**config.mk**
```make
export PLATFORM = sky130hd
export DESIGN_NAME = mult4_seq_ctrl
export DESIGN_NICKNAME = d
export VERILOG_FILES = /design/src/rtl/mult4_seq_ctrl_pkg.sv /design/src/rtl/fourRippleCarryAdder.sv /design/src/rtl/mult4_seq_ctrl.sv
export SDC_FILE = /design/constraint.sdc
export NUM_CORES = 1
export LEC_CHECK = 0
export BUFFER_PORTS_ARGS = -buffer_cell sky130_fd_sc_hd__buf_2
export CORE_ASPECT_RATIO = 1.5
export CORE_MARGIN = 2
export CORE_UTILIZATION = 30
export CTS_BUF_LIST = sky130_fd_sc_hd__clkbuf_4
export DETAILED_ROUTE_END_ITERATION = 7
export GPL_TIMING_DRIVEN = 0
export PLACE_DENSITY_LB_ADDON = 0.12
export SLEW_MARGIN = 15
export SYNTH_ARGS = -nofsm -noshare
export SYNTH_HDL_FRONTEND = slang
export SYNTH_SLANG_ARGS = --single-unit
```
**constraint.sdc**
```tcl
create_clock -name clk -period 4.8 [get_ports clk]
set_clock_uncertainty 0.05 [all_clocks]
set_input_delay 0.48 -clock clk [delete_from_list [all_inputs] [get_ports clk]]
set_output_delay 0.48 -clock clk [all_outputs]
set_load 0.02 [all_outputs]
```
**src/rtl/mult4_seq_ctrl_pkg.sv**
```systemverilog
// rtl/mult4_seq_ctrl_pkg.sv - shared constants for the sequential shift-add multiplier
package mult4_seq_ctrl_pkg;

    localparam int WIDTH_DEF = 4;

    typedef enum logic [1:0] {
        ST_IDLE = 2'd0,
        ST_CALC = 2'd1,
        ST_DONE = 2'd2
    } state_t;

endpackage

```
**src/rtl/fourRippleCarryAdder.sv**
```systemverilog
// rtl/fourRippleCarryAdder.sv - bit-serial-carry ripple adder, WIDTH bits wide
module fourRippleCarryAdder #(
    parameter int WIDTH = 4
) (
    input  logic [WIDTH-1:0] i_a,
    input  logic [WIDTH-1:0] i_b,
    input  logic             i_cin,
    output logic [WIDTH-1:0] o_sum,
    output logic             o_cout
);

    logic [WIDTH:0] w_c;

    assign w_c[0] = i_cin;

    for (genvar i = 0; i < WIDTH; i++) begin : g_fa
        assign o_sum[i]   = i_a[i] ^ i_b[i] ^ w_c[i];
        assign w_c[i+1]   = (i_a[i] & i_b[i]) | (w_c[i] & (i_a[i] ^ i_b[i]));
    end

    assign o_cout = w_c[WIDTH];

endmodule

```
**src/rtl/mult4_seq_ctrl.sv**
```systemverilog
// rtl/mult4_seq_ctrl.sv - unsigned shift-add multiplier, one partial product per cycle
module mult4_seq_ctrl
    import mult4_seq_ctrl_pkg::*;
#(
    parameter int WIDTH = WIDTH_DEF
) (
    input  logic               clk,
    input  logic               reset,
    input  logic               start,
    input  logic [WIDTH-1:0]   a,
    input  logic [WIDTH-1:0]   b,
    output logic               busy,
    output logic               done,
    output logic [2*WIDTH-1:0] product
);

    localparam int CW = $clog2(WIDTH) + 1;
    localparam logic [CW-1:0] LAST = CW'(WIDTH - 1);

    state_t             r_state;
    state_t             w_next;
    logic [WIDTH-1:0]   r_m;
    logic [WIDTH-1:0]   r_q;
    logic [WIDTH-1:0]   r_acc;
    logic [CW-1:0]      r_count;
    logic [2*WIDTH-1:0] r_product;

    logic [WIDTH-1:0]   w_addend;
    logic [WIDTH-1:0]   w_sum;
    logic               w_cout;
    logic [2*WIDTH-1:0] w_shift;
    logic               w_last;

    assign w_addend = r_q[0] ? r_m : '0;
    // Carry-out becomes the new ACC MSB, so the full product is never truncated.
    assign w_shift  = {w_cout, w_sum, r_q[WIDTH-1:1]};
    assign w_last   = (r_count == LAST);

    fourRippleCarryAdder #(
        .WIDTH (WIDTH)
    ) u_adder (
        .i_a    (r_acc),
        .i_b    (w_addend),
        .i_cin  (1'b0),
        .o_sum  (w_sum),
        .o_cout (w_cout)
    );

    always_ff @(posedge clk) begin
        if (reset) begin
            r_state <= ST_IDLE;
        end else begin
            r_state <= w_next;
        end
    end

    always_comb begin
        w_next = r_state;
        busy   = 1'b0;
        done   = 1'b0;
        case (r_state)
            ST_IDLE: if (start) w_next = ST_CALC;
            ST_CALC: begin
                busy = 1'b1;
                if (w_last) w_next = ST_DONE;
            end
            ST_DONE: begin
                busy   = 1'b1;
                done   = 1'b1;
                w_next = ST_IDLE;
            end
            default: w_next = ST_IDLE;
        endcase
    end

    always_ff @(posedge clk) begin
        if (reset) begin
            r_m       <= '0;
            r_q       <= '0;
            r_acc     <= '0;
            r_count   <= '0;
            r_product <= '0;
        end else begin
            case (r_state)
                ST_IDLE: begin
                    if (start) begin
                        r_m     <= a;
                        r_q     <= b;
                        r_acc   <= '0;
                        r_count <= '0;
                    end
                end
                ST_CALC: begin
                    {r_acc, r_q} <= w_shift;
                    r_count      <= r_count + CW'(1);
                    if (w_last) r_product <= w_shift;
                end
                default: ;
            endcase
        end
    end

    assign product = r_product;

endmodule

```
==> impl_metrics.json <==
{
  "run_status": "finished, final reports clean",
  "start_util": 0.3145,
  "clkSlewWorstSetupHoldPaths_ns": 0.14,
  "crit_path_top_delay_cell": "fa_1",
  "hold_viol_final": 0,
  "postCtsSetupRepairBufs": 0,
  "worstMarginPinSlew_ns": 0.5153,
  "clock_tree.htree_level_count": 1,
  "met2_length_mm": 1.566,
  "die-area_um2": 4732,
  "tritoncts_clock_tree": "yes",
  "clock_tree.buffer_depth": 2,
  "netlist-cell-type-count": 30,
  "wl_met1_mm": 1.280,
  "edff_count_synth": 0,
  "dp_hpwl_mm": 2.265,
  "fin_crit_ns": 2.575,
  "post_cts_resize_count": 0,
  "met3_length_um": 71,
  "cp_common_cell": "fa_1",
  "die_y_um": 83.26,
  "tritoncts.num_buffers": 3,
  "hold_buffers": 0,
  "mappedNetlistNets": 159,
  "max-vdd-ir-drop_mv": 0.1692,
  "critical_path_class": "register to register",
  "dieWidth_um": 56.84,
  "largest_net_degree_at_the_start_of_global_routing": 14,
  "avgRoutedWirePerCell_um": 14.29,
  "drtIter0Drc": 8,
  "grt_pass1_wl_mm": 5.057,
  "fillers": 440,
  "ys_seq_area_frac": 0.3984,
  "end_kind": "register",
  "critPathRequiredTime_ns": 4.95,
  "cp_cell_instances": "and2_1 > ha_1 > inv_1 > fa_1 > fa_1 > fa_1 > a2bb2oi_1 > a21oi_1",
  "grt_antenna_before_repair": 0,
  "pwr_density_cell_nw_per_um2": 278.9,
  "viasPerCell": 5.048,
  "grt_pass1_vias": 1055,
  "timing.setup.tns_ns": 0,
  "drive_above_1_share": 0.2222,
  "ys_seq_elements": 25,
  "via_count": 1045,
  "timing.critical_path.max_delay_family": "adder cells",
  "timing.final.setup_violations": 0,
  "max_cap_violations": 0,
  "synthCells": 139,
  "worst_slew_margin_rel": 0.6565,
  "critPathArrivalTime_ns": 2.73,
  "grt_use_total": 0.1348,
  "weighted_congestion_at_the_end_of_routability_driven_global_placement": 0.6811,
  "cpPeakStageDelay_ns": 0.56,
  "netlist_area_um2": 1256,
  "top_metal_used": "met4",
  "pin_count": 21,
  "total_number_of_yosys_warnings": 0,
  "asyncSetResetFlopFracSynth": 0,
  "holdCritPathClass": "input pin to register",
  "finalCritPeriodShare": 0.5365,
  "synth_flop_cell": "dfxtp_1",
  "detail_route.drc_violations": 0,
  "core_area_um2": 3994,
  "remaining_global_route_overflow": 0,
  "antenna_cells_inserted": 0,
  "setup.worst_path.start_class": "register",
  "worstPathBufferInverterCount": 1,
  "p_leak_nw": 0.5524,
  "unrepaired_setup_endpoints_after_global_routing": "false",
  "ant_nets": 0,
  "cts_root_buf": "clkbuf_4",
  "detail_route.first_pass.iterations": 4,
  "insertion_delay_ns": 0.32,
  "finalMaxSlewViolations": 0,
  "p_total_mw": 0.4010,
  "finalNetCount": 183,
  "clock.fmax_mhz": 388.3,
  "synthesis.area_per_instance_um2": 9.037,
  "detail_route.wirelength_mm": 2.957,
  "crit_path_max_fanout": 5,
  "clock-sinks": 25,
  "place.port_buffers": 19,
  "syn2layout_area_growth_pct": 14.44,
  "floorplan.rows": 28
}
placed cells by master, fill, tap and decap left out, types with 5 or more instances in the layout:
| cell type | n |
|---|---|
| inv_1 | 7 |
| o211ai_1 | 5 |
| a211oi_1 | 8 |
| a21oi_1 | 15 |
| dfxtp_1 | 25 |
| nand2_1 | 23 |
| nor2_1 | 10 |
| buf_2 | 21 |
| a2bb2oi_1 | 5 |
| ha_1 | 6 |
logic make-up after synthesis:
family	synth area share
flip-flops	0.3984
buffers and inverters	0.07669
multiplexers	0.05279
AND/OR/NAND/NOR	0.1414
adder cells (fa/ha/maj)	0.1076
XOR/XNOR	0.006973
AO/OA/AOI/OAI	0.2161
state kept, by name, summed over array words and instances (netlist names):
name,flops
r_state,2
r_count,3
r_acc,4
product,8
r_m,4
r_q,4
layer usage:
| layer | global-route usage | vias up |
|---|---|---|
| met3 | 0.01558 | 4 |
| met2 | 0.2452 | 19 |
| met1 | 0.1571 | 493 |
| li1 | - | 529 |
| met5 | 0 | - |
| met4 | 0.05074 | 0 |
per-stage QoR:
stage | setup slack (ns) | hold WS [ns] | util | instance area [um^2] | cells
final | 2.225 | 0.3521 | 0.3600 | 1438 | 207
after global routing | 2.127 | 0.3718 | 0.3600 | 1438 | 207
after CTS | 2.232 | 0.3464 | 0.3600 | 1438 | 207
after detailed placement | 2.244 | 0.4020 | 0.3524 | 1408 | 203
after global placement | 2.297 | 0.3962 | 0.3524 | 1408 | 203
after floorplan | 2.470 | 0.3817 | - | 1256 | 139
cells in the mapped netlist (4+ instances only):
cell type,number,share of area
nor2_1,10,0.030
nand3_1,4,0.016
a21oi_1,15,0.060
mux2i_1,4,0.032
o211ai_1,5,0.030
a2bb2oi_1,5,0.035
nand2_1,23,0.069
a211oi_1,8,0.048
inv_1,7,0.021
ha_1,6,0.060
dfxtp_1,25,0.40
cell type report:
class	instances	area [um^2]	share of cell area
Buffer	9	66.31	0.04613
Clock buffer	4	30.03	0.02089
Inverter	8	30.03	0.02089
Multi-Input combinational cell	97	659.4	0.4587
Sequential cell	25	500.5	0.3481
Tap cell	45	56.30	0.03916
Timing Repair Buffer	19	95.09	0.06614
power breakdown:
part           switching (mW)  leakage (nW)  internal, mW  total (mW)
registers             0.00797         0.204         0.217       0.225
logic                  0.0416         0.330        0.0308      0.0724
clock network          0.0651        0.0184        0.0382       0.103
total                   0.115         0.552         0.286       0.401
path summary, 6_finish.rpt:
path / from / endpoint / cells after the start / slack [ns]
worst max-delay path: r_q[0] / r_acc[2] / 8 / 2.23
worst min register to register: product[1] / product[1] / 2 / 0.42
worst max register to register: r_q[0] / r_acc[2] / 8 / 2.23
worst min-delay path: a[0] / r_m[0] / 3 / 0.35
worst reg2reg max path, stage by stage, from the launching register on:
cell and delay [ns]:
dfxtp_1 0.41, and2_1 0.18, ha_1 0.16, inv_1 0.05, fa_1 0.39, fa_1 0.40, fa_1 0.56, a2bb2oi_1 0.18
a21oi_1 0.07
(Power assumes the default switching activity.)
